<file path="config.mk">
export PLATFORM = sky130hd
export DESIGN_NAME = unidade_controle_desafio
export DESIGN_NICKNAME = d
export VERILOG_FILES = /design/src/rtl/unidade_controle_desafio.sv
export SDC_FILE = /design/constraint.sdc
export NUM_CORES = 1
export LEC_CHECK = 0
export BUFFER_PORTS_ARGS = -buffer_cell sky130_fd_sc_hd__buf_2
export CAP_MARGIN = 25
export CORE_AREA = 2 2 39 41
export DETAILED_ROUTE_END_ITERATION = 12
export DIE_AREA = 0 0 41 43
export GPL_TIMING_DRIVEN = 1
export PLACE_DENSITY_LB_ADDON = 0.05
export SLEW_MARGIN = 10
export SYNTH_ARGS = -nofsm -noshare
export SYNTH_HDL_FRONTEND = slang
export SYNTH_SLANG_ARGS = --single-unit
</file>
<file path="constraint.sdc">
create_clock -name clock -period 1.6 [get_ports clock]
set_input_delay 0.32 -clock clock [delete_from_list [all_inputs] [get_ports clock]]
set_output_delay 0.32 -clock clock [all_outputs]
set_load 0.005 [all_outputs]
</file>
<file path="src/rtl/unidade_controle_desafio.sv">
// Control FSM for the memory game: sequences rounds of plays against the ROM
// and reports win, wrong play or timeout. All outputs are decoded from state only.
module unidade_controle_desafio #(
    parameter bit USE_TIMEOUT = 1'b1
) (
    input  logic       clock,
    input  logic       reset,
    input  logic       iniciar,
    input  logic       jogada,
    input  logic       jogadaIgualMemoria,
    input  logic       enderecoIgualSequencia,
    input  logic       fimS,
    input  logic       timeout,
    output logic       zeraE,
    output logic       contaE,
    output logic       zeraS,
    output logic       contaS,
    output logic       zeraR,
    output logic       registraR,
    output logic       estado_espera,
    output logic       pronto,
    output logic       acertou,
    output logic       errou,
    output logic       fim_timeout,
    output logic [3:0] db_estado
);

    typedef enum logic [3:0] {
        INICIAL        = 4'h0,
        PREPARACAO     = 4'h1,
        INICIO_RODADA  = 4'h2,
        ESPERA_JOGADA  = 4'h3,
        REGISTRA       = 4'h4,
        COMPARACAO     = 4'h5,
        PROXIMA_JOGADA = 4'h6,
        PROXIMA_RODADA = 4'h7,
        ESTADO_ACERTOU = 4'hA,
        ESTADO_TIMEOUT = 4'hD,
        ESTADO_ERROU   = 4'hE
    } state_t;

    state_t state_reg;
    state_t state_next;

    always_ff @(posedge clock or negedge reset) begin
        if (!reset) begin
            state_reg <= INICIAL;
        end else begin
            state_reg <= state_next;
        end
    end

    always_comb begin
        state_next = state_reg;
        case (state_reg)
            INICIAL:        if (iniciar) state_next = PREPARACAO;
            PREPARACAO:     state_next = INICIO_RODADA;
            INICIO_RODADA:  state_next = ESPERA_JOGADA;
            ESPERA_JOGADA: begin
                // a timeout arriving together with a play still ends the game
                if (USE_TIMEOUT && timeout) state_next = ESTADO_TIMEOUT;
                else if (jogada)            state_next = REGISTRA;
            end
            REGISTRA:       state_next = COMPARACAO;
            COMPARACAO: begin
                if (!jogadaIgualMemoria)          state_next = ESTADO_ERROU;
                else if (!enderecoIgualSequencia) state_next = PROXIMA_JOGADA;
                else if (fimS)                    state_next = ESTADO_ACERTOU;
                else                              state_next = PROXIMA_RODADA;
            end
            PROXIMA_JOGADA: state_next = ESPERA_JOGADA;
            PROXIMA_RODADA: state_next = INICIO_RODADA;
            ESTADO_ACERTOU,
            ESTADO_TIMEOUT,
            ESTADO_ERROU:   if (iniciar) state_next = PREPARACAO;
            default:        state_next = INICIAL;
        endcase
    end

    always_comb begin
        zeraE         = 1'b0;
        contaE        = 1'b0;
        zeraS         = 1'b0;
        contaS        = 1'b0;
        zeraR         = 1'b0;
        registraR     = 1'b0;
        estado_espera = 1'b0;
        pronto        = 1'b0;
        acertou       = 1'b0;
        errou         = 1'b0;
        fim_timeout   = 1'b0;
        db_estado     = 4'h0;
        case (state_reg)
            INICIAL:        db_estado = 4'h0;
            PREPARACAO: begin
                zeraE = 1'b1; zeraS = 1'b1; zeraR = 1'b1;
                db_estado = 4'h1;
            end
            INICIO_RODADA: begin
                zeraE = 1'b1;
                db_estado = 4'h2;
            end
            ESPERA_JOGADA: begin
                estado_espera = 1'b1;
                db_estado = 4'h3;
            end
            REGISTRA: begin
                registraR = 1'b1;
                db_estado = 4'h4;
            end
            COMPARACAO:     db_estado = 4'h5;
            PROXIMA_JOGADA: begin
                contaE = 1'b1;
                db_estado = 4'h6;
            end
            PROXIMA_RODADA: begin
                contaS = 1'b1;
                db_estado = 4'h7;
            end
            ESTADO_ACERTOU: begin
                pronto = 1'b1; acertou = 1'b1;
                db_estado = 4'hA;
            end
            ESTADO_TIMEOUT: begin
                pronto = 1'b1; fim_timeout = 1'b1;
                db_estado = 4'hD;
            end
            ESTADO_ERROU: begin
                pronto = 1'b1; errou = 1'b1;
                db_estado = 4'hE;
            end
            default:        db_estado = 4'h0;
        endcase
    end

endmodule

</file>
==> results_dict.tcl <==
set metrics [dict create \
    status "finished, final reports clean" \
    h-tree-depth 1 \
    largest_reg_flops 4 \
    crit_slowest_cell "dfrtp_2" \
    place_ws_ns 0.1549 \
    initial_utilization_pct 30.74 \
    grt_overflow_total 0 \
    seq_area_frac_synth_pct 23.53 \
    path_class "reg -> out" \
    slew_viol_final 0 \
    fp.dieW_um 41 \
    grt_pass1_wl_um 1835 \
    cp.depth 3 \
    num_io_pins 23 \
    vias_per_cell 4.944 \
    syn_to_final_growth_pct 60.00 \
    fin_crit_ns 1.538 \
    post_drt_wl_per_cell_um 11.49 \
    period_share_pct 96.13 \
    dieHeight_um 43 \
    hold_path_class "in -> reg" \
    cp_max_fo 6 \
    seqCellArea_um2 105.1 \
    crit_path_start_kind "register" \
    swShare_pct 41.74 \
    fmax_ghz 0.6502 \
    synthesis.nets 67 \
    first_global_vias 441 \
    cp_cell_sequence "buf_6, nor4b_4, buf_2" \
    drtIter0Drc 9 \
    holdPathStages 2 \
    yosysTopAreaCellShare_pct 23.53 \
    grt_antenna_before_repair 0 \
    ys_ff_latch 4 \
    netlist_area_um2 425.4 \
    die_area_um2 1763 \
    nets 101 \
    crit_buf_inv 2 \
    dpl_cell_area_um2 545.5 \
    p_clk_share_pct 9.1 \
    cts_buffer_depth 2 \
    grt_max_degree 21 \
    synth_cells 59 \
    worstPathArrival_ns 1.22 \
    setup_viol 0 \
    grt.total_usage_pct 15.21 \
    rsz0062_at_grt "true" \
    wl_um 1229 \
    diodes 0 \
    ir_worst_vdd_mv 0.9304 \
    cpLargestDelayFamily "flip-flops" \
    placementRows 14 \
    ys_warn_count 0 \
    power_mw 1.309 \
    fill_cells 153 \
    stdcell_area_um2 680.7 \
    io_buffers 22 \
    drive_gt1_share_pct 52.75 \
    dpl.hpwl_um 843.8 \
    worst_pin_slew_ns 0.3262 \
    insertion_delay_ns 0.23 \
    cts_tree "built" \
    powerDensity_nw_per_um2 1923 \
    required_ns 1.28 \
    synth_largest_area_cell "dfrtp_1" \
    layout_setup_ws_ns 0.06199 \
    numCtsBuffers 3 \
    synth_area_leaders "dfrtp_1 (24%), nor2b_1 (7.4%), nor2_1 (7.1%)" \
    first_pass_iters 4 \
    synth_cell_types 26 \
    detail-route-antenna-nets 0 \
    core_area_um2 1384 \
    intPower_mw 0.7628 \
    stdcell_count 107 \
    fin_skew_ns 0.003787 \
    drv_cap 0 \
    root_buffer "clkbuf_4" \
    hold_viol 0 \
    placedCellCount 94 \
    drc_errors 0 \
    power.switching_mw 0.5465 \
    pwr-share-comb_pct 70.6 \
    end_kind "output pin" \
    clk_pin_slew_worst_paths_ns 0.04 \
    max-slew-margin-rel_pct 78.25 \
    gp_congestion 0.7407 \
    seqPwrFrac_pct 20.3 \
    reg2reg_depth 5 \
    p_leak_nw 0.3496 \
    avgSynthCellArea_um2 7.210 \
    max_stage_delay_ns 0.43 \
    num_vias 529 \
    multi_input_area_um2 321.6 \
    clock-sinks 4 \
]
-- final timing paths --
path                       slack (ns)                      from                  endpoint
setup / recovery                 0.06  state_reg[2]$_DFFE_PN0P_                     zeraS
max in group asynchronous        1.04                     reset  state_reg[0]$_DFFE_PN0P_
hold reg to reg                  0.70  state_reg[0]$_DFFE_PN0P_  state_reg[0]$_DFFE_PN0P_
hold / removal                   0.35                   iniciar  state_reg[2]$_DFFE_PN0P_
setup reg to reg                 0.24  state_reg[3]$_DFFE_PN0P_  state_reg[3]$_DFFE_PN0P_
min in group asynchronous        0.43                     reset  state_reg[1]$_DFFE_PN0P_
-- through the flow --
stage	util (%)	hold slack [ns]	setup TNS, ns
6_report	49.19	0.3470	0
2_1_floorplan	-	0.02441	0
4_1_cts	42.50	0.3400	0
5_1_grt	49.19	0.3538	-0.02750
3_5_place_dp	39.42	0.1303	0
3_3_place_gp	39.42	0.1284	0
-- Yosys cell counts --
master	number
o211a_1	1
dfrtp_1	4
xnor2_1	1
nor2b_1	5
o21ai_1	1
a21oi_1	2
nand2_2	1
o32a_1	1
nor3_1	2
nor4b_1	1
nor2b_2	1
a21boi_0	2
buf_2	5
a221oi_1	1
nor2_1	8
o21bai_1	1
nand3_1	1
and3_1	4
nand2_1	5
o21ai_0	3
a31oi_1	1
buf_4	1
nor3b_1	1
nand2b_1	4
o22ai_2	1
a21boi_1	1
-- area by class of cell --
type	count	area share, %
clock buffer	3	3.309
multi-input combinational	49	47.24
sequential	4	15.44
tap	16	2.941
timing repair buffer	35	31.07
-- timing repair --
| action | CTS | global route |
|---|---|---|
| setup buffers | 0 | 9 |
| endpoints found under the setup margin | 10 | 8 |
| hold endpoints to repair | 4 | 0 |
| hold buffers | 1 | 0 |
| cloned | 0 | 0 |
| gates resized for setup | 4 | 10 |
| pin swaps | 0 | 1 |
-- cells in the final DEF, fill, tap and decap left out, drive strengths merged --
cell         Yosys  routed
a21boi           3       3
a21oi            2       2
a221oi           1       1
a31oi            1       1
and3             4       4
buf              6      33
clkbuf           0       4
dfrtp            4       4
dlygate4sd3      0       1
nand2            6       6
nand2b           4       4
nand3            1       1
nor2             8       8
nor2b            6       6
nor3             2       2
nor3b            1       1
nor4b            1       1
o211a            1       1
o21ai            4       4
o21bai           1       1
o22ai            1       1
o32a             1       1
xnor2            1       1
-- per-layer routing --
metal / part of all wire [%] / vias to the layer above / GRT usage (%)
li1: - / 271 / -
met3: 5.2 / 0 / 4.712
met1: 45 / 242 / 21.75
met4: 0 / 0 / 4.000
met2: 50 / 16 / 21.56
met5: 0 / - / 0
-- power groups by stage --
stage          Combinational [mW]  Clock [mW]  Sequential (mW)
2_1_floorplan               0.524           0            0.195
3_3_place_gp                0.647           0            0.308
3_5_place_dp                0.644           0            0.300
4_1_cts                     0.657       0.129            0.312
5_1_grt                      1.03       0.136            0.275
6_report                    0.925       0.119            0.265
-- cells by family after synthesis --
kind of cell / after synthesis / synth area share [%]
AO/OA/AOI/OAI: 15 / 25.29
buffers and inverters: 6 / 7.647
AND/OR/NAND/NOR: 33 / 41.47
XOR/XNOR: 1 / 2.059
flip-flops: 4 / 23.53
Note: power is estimated with default switching activity, not from simulation.
